$ cat src/rtl/mux_share_arbiter.sv
// Round-robin burst arbiter that shares a 1-of-2 selector between requesters A and B.
// The selector output is registered and marked with a one-cycle valid strobe per transfer.
module mux_share_arbiter #(
  parameter int WIDTH     = 1,
  parameter int MAX_BURST = 4
) (
  input  logic             clk,
  input  logic             reset,
  input  logic             req_a,
  input  logic [WIDTH-1:0] data_a,
  input  logic             last_a,
  input  logic             req_b,
  input  logic [WIDTH-1:0] data_b,
  input  logic             last_b,
  output logic             gnt_a,
  output logic             gnt_b,
  output logic             sel,
  output logic [WIDTH-1:0] z,
  output logic             z_valid,
  output logic             busy
);

  localparam int CW = $clog2(MAX_BURST) + 1;
  localparam logic [CW-1:0] CAP = CW'(MAX_BURST - 1);

  localparam logic [1:0] IDLE    = 2'd0;
  localparam logic [1:0] GRANT_A = 2'd1;
  localparam logic [1:0] GRANT_B = 2'd2;

  localparam logic SERVED_A = 1'b0;
  localparam logic SERVED_B = 1'b1;

  logic [1:0]    state;
  logic [1:0]    state_nxt;
  logic [CW-1:0] count;
  logic          last_served;
  logic          xfer_a;
  logic          xfer_b;
  logic          rel_a;
  logic          rel_b;

  assign gnt_a = (state == GRANT_A);
  assign gnt_b = (state == GRANT_B);
  assign sel   = (state == GRANT_B);
  assign busy  = (state != IDLE);

  assign xfer_a = gnt_a && req_a;
  assign xfer_b = gnt_b && req_b;

  // A dropped request releases without a transfer; otherwise last or the burst cap ends it.
  assign rel_a = gnt_a && (!req_a || last_a || (count == CAP));
  assign rel_b = gnt_b && (!req_b || last_b || (count == CAP));

  always_comb begin
    state_nxt = state;
    case (state)
      IDLE: begin
        if (req_a && req_b) begin
          state_nxt = (last_served == SERVED_B) ? GRANT_A : GRANT_B;
        end else if (req_a) begin
          state_nxt = GRANT_A;
        end else if (req_b) begin
          state_nxt = GRANT_B;
        end
      end
      GRANT_A: begin
        if (rel_a) begin
          state_nxt = req_b ? GRANT_B : IDLE;
        end
      end
      GRANT_B: begin
        if (rel_b) begin
          state_nxt = req_a ? GRANT_A : IDLE;
        end
      end
      default: state_nxt = IDLE;
    endcase
  end

  always_ff @(posedge clk) begin
    if (reset) begin
      state       <= IDLE;
      count       <= '0;
      last_served <= SERVED_B;
    end else begin
      state <= state_nxt;
      // Any move into a grant state (from IDLE or a direct switch) starts a fresh burst.
      if ((state_nxt != IDLE) && (state_nxt != state)) begin
        count       <= '0;
        last_served <= (state_nxt == GRANT_B) ? SERVED_B : SERVED_A;
      end else if (xfer_a || xfer_b) begin
        count <= count + 1'b1;
      end
    end
  end

  always_ff @(posedge clk) begin
    if (reset) begin
      z       <= '0;
      z_valid <= 1'b0;
    end else begin
      z_valid <= xfer_a || xfer_b;
      if (xfer_a || xfer_b) begin
        z <= sel ? data_b : data_a;
      end
    end
  end

endmodule

$ cat config.mk
export PLATFORM = sky130hd
export DESIGN_NAME = mux_share_arbiter
export DESIGN_NICKNAME = d
export VERILOG_FILES = /design/src/rtl/mux_share_arbiter.sv
export SDC_FILE = /design/constraint.sdc
export NUM_CORES = 1
export LEC_CHECK = 0
export BUFFER_PORTS_ARGS = -buffer_cell sky130_fd_sc_hd__buf_2
export CAP_MARGIN = 10
export CORE_AREA = 10 10 47 49
export DETAILED_ROUTE_END_ITERATION = 10
export DIE_AREA = 0 0 57 59
export PLACE_DENSITY = 0.58
export SYNTH_ARGS = -nofsm -noshare
export SYNTH_HDL_FRONTEND = slang
export SYNTH_SLANG_ARGS = --single-unit
$ cat constraint.sdc
create_clock -name clk -period 1.92 [get_ports clk]
set_input_delay 0.096 -clock clk [delete_from_list [all_inputs] [get_ports clk]]
set_output_delay 0.096 -clock clk [all_outputs]
set_load 0.02 [all_outputs]
==> flow_summary.yaml <==
critical_path:
  cpPeakStageDelay_ns: 0.37
  endpoint_kind: "flop"
  worstSetupStartpoint: "count[0]$_SDFFE_PP0P_"
  crit_arrival_ns: 2.00
  cpLargestDelayFamily: "compound AO/OA/AOI/OAI gates"
  crit_buf_inv: 0
  cp.required_ns: 2.10
  r2r_start: "count[0]$_SDFFE_PP0P_"
  slowest_stage: "or3b_1"
  cp-start-kind: "flop"
  crit_chain: "ha_1, ha_1, or3b_1, a32o_2, a211o_4, nor2_2"
  crit_type: "reg2reg"
  crit_top_cell: "ha_1"
  worstPathMaxFanout: 3
global_route:
  grt-ovfl-total: 0
  antenna_found_initial: 0
  grt_pass1_wl_microns: 1610
  grt_pass1_vias: 360
  grt_max_degree: 10
  grt_util_all_layers_pct: 6.23
sta:
  hold_viol_final: 0
  period_share_pct: 94.8
  hold_ws_ns: 0.107
  fin_tns_setup_ns: 0
  achievable-frequency_ghz: 0.549
  slew_violations: 0
  finalWorstSetupSlack_ns: 0.0995
  maxSlewHeadroom_pct: 71.3
  finClkSkew_ns: 0.0000559
  rsz0062_at_grt: "false"
  min_period_ns: 1.82
  finalSetupViolations: 0
  tightestPinTransition_ns: 0.430
flow_run:
  drv_cap: 0
logic_synthesis:
  synth_compound_area_share_pct: 24.9
  syn_inst: 50
  syn-num-nets: 60
  ys_warn_count: 0
  ys_types: 26
  syn_area_sq_um: 442
  muxShareOfSynthArea_pct: 4.53
  synth-seq-cells: 8
  synthSimpleGateAreaFrac_pct: 22.1
  yosysSeqAreaShare_pct: 36.3
  syn_area_per_cell_sq_um: 8.83
  synth_top_family_by_area: "compound AO/OA/AOI/OAI gates"
  synth_fa_ha_area_share_pct: 5.67
  synth-xor-area-share_pct: 1.98
floorplan:
  die_w_microns: 57
  core.rowCount: 14
  start_util_pct: 31.5
  die_h_microns: 59
  ios: 14
  coreArea_sq_mm: 0.00140
  die_area_sq_mm: 0.00336
cts:
  root_buffer: "clkbuf_4"
  cts_buffers: 3
  htreeDepth: 1
  post_cts_buffers: 0
  clk_pin_slew_ns: 0.05
  ctsHoldBuffers: 0
  clock_latency_ns: 0.24
  cts_tree: "done"
  cts_buffer_depth: 2
  cts_sinks: 8
outcome:
  status: "completed"
place:
  pre_cts_ws_ns: 0.0592
  hpwl_microns: 786
  place_congestion: 0.765
  io_buffers: 13
hold_path:
  hold_start: "reset"
  hp-class: "in2reg"
power_and_ir_drop:
  power.leakage_nw: 0.252
  ir_drop_mv: 0.400
  power.total_uw: 409
  cellPowerDensity_mw_per_mm2: 729
routing:
  vias: 403
  drt_first_pass_iters: 3
  wirelength_microns: 981
  post_drt_wl_per_cell_microns: 12.1
  vias_per_cell: 4.98
  drc_errors: 0
  antenna_left: 0
  dr.first_iter.drc_count: 1
cells_and_area:
  fin_util_pct: 40.0
  diodes: 0
  drive_above_1_share_pct: 40.0
  layout_common_cells: "buf_2 (13), dfxtp_1 (8), nor2_1 (4)"
  nNetsFinal: 77
  area_growth_pct: 26.9
  final_common_cell: "buf_2"
-- layer usage --
metal | vias up | track usage (%) | share of wire (%)
met5 | - | 0 | 0
met1 | 184 | 6.21 | 45
met3 | 2 | 4.72 | 5.0
met2 | 7 | 9.46 | 50
li1 | 210 | - | -
met4 | 0 | 3.02 | 0.61
-- metrics by stage --
stage / cells / cell area [sq um]
6_report: 81 / 561
5_1_grt: 81 / 561
4_1_cts: 81 / 548
3_5_place_dp: 78 / 526
3_3_place_gp: 78 / 526
2_1_floorplan: 50 / 442
-- cells by family (layout without fill, tap and decap cells) --
group | count (synthesis) | in the layout
xor gates and xnor gates | 1 | 1
and+or+nand+nor | 18 | 18
muxes | 2 | 2
buffers and inverters | 4 | 19
AOI/OAI and AO/OA | 15 | 15
DFF | 8 | 8
adders and majority gates | 2 | 2
-- worst paths after layout --
| path | endpoint | slack, ns | cells past startpoint |
|---|---|---|---|
| worst min-delay path | z_valid$_SDFF_PP0_ | 0.11 | 2 |
| worst max register to register | count[0]$_SDFFE_PP0P_ | 0.1 | 6 |
| worst min register to register | count[2]$_SDFFE_PP0P_ | 0.48 | 2 |
| worst max-delay path | count[0]$_SDFFE_PP0P_ | 0.1 | 6 |
-- Yosys cell counts (all sizes together) --
| cell | number | share of area [%] |
|---|---|---|
| dfxtp | 8 | 36 |
| nor2 | 6 | 5.1 |
| a21oi | 4 | 5.4 |
| nand2 | 3 | 2.5 |
| a211o | 2 | 4.5 |
| a211oi | 2 | 3.4 |
| a31oi | 2 | 2.8 |
| buf | 2 | 2.8 |
| ha | 2 | 5.7 |
| mux2i | 2 | 4.5 |
| nand2b | 2 | 2.8 |
| nor2b | 2 | 2.8 |
| nor3b | 2 | 3.4 |
| a22o | 1 | 2.0 |
| a22oi | 1 | 1.7 |
| a32o | 1 | 2.5 |
| and2b | 1 | 2.0 |
| clkbuf | 1 | 0.85 |
| inv | 1 | 0.85 |
| o21ai | 1 | 1.1 |
| o22ai | 1 | 1.4 |
| or2 | 1 | 1.4 |
| or3b | 1 | 2.0 |
| xnor2 | 1 | 2.0 |
-- cell type report --
| class | instances | area (sq um) |
|---|---|---|
| Clock buffer | 3 | 22.5 |
| Sequential cell | 8 | 160 |
| Timing Repair Buffer | 15 | 80.1 |
| Tap cell | 16 | 20.0 |
| Inverter | 1 | 3.75 |
| Fill cell | 152 | 841 |
| Multi-Input combinational cell | 38 | 274 |
-- state kept, by name, indices dropped and copies added (netlist names) --
| name | count |
|---|---|
| z_valid | 1 |
| state | 2 |
| count | 3 |
| z | 1 |
| last_served | 1 |
-- repair_timing --
item | in CTS | in global routing
gates resized for setup | 0 | 3
hold endpoints to repair | 0 | 0
endpoints found under the setup margin | 0 | 2
-- where the power goes --
part / internal (mW) / leakage, nW / total [mW] / switching (mW)
logic: 0.0460 / 0.172 / 0.104 / 0.0579
registers: 0.178 / 0.0655 / 0.188 / 0.00988
clock network: 0.0708 / 0.0138 / 0.117 / 0.0461
Power figures use the tool's default switching activity.
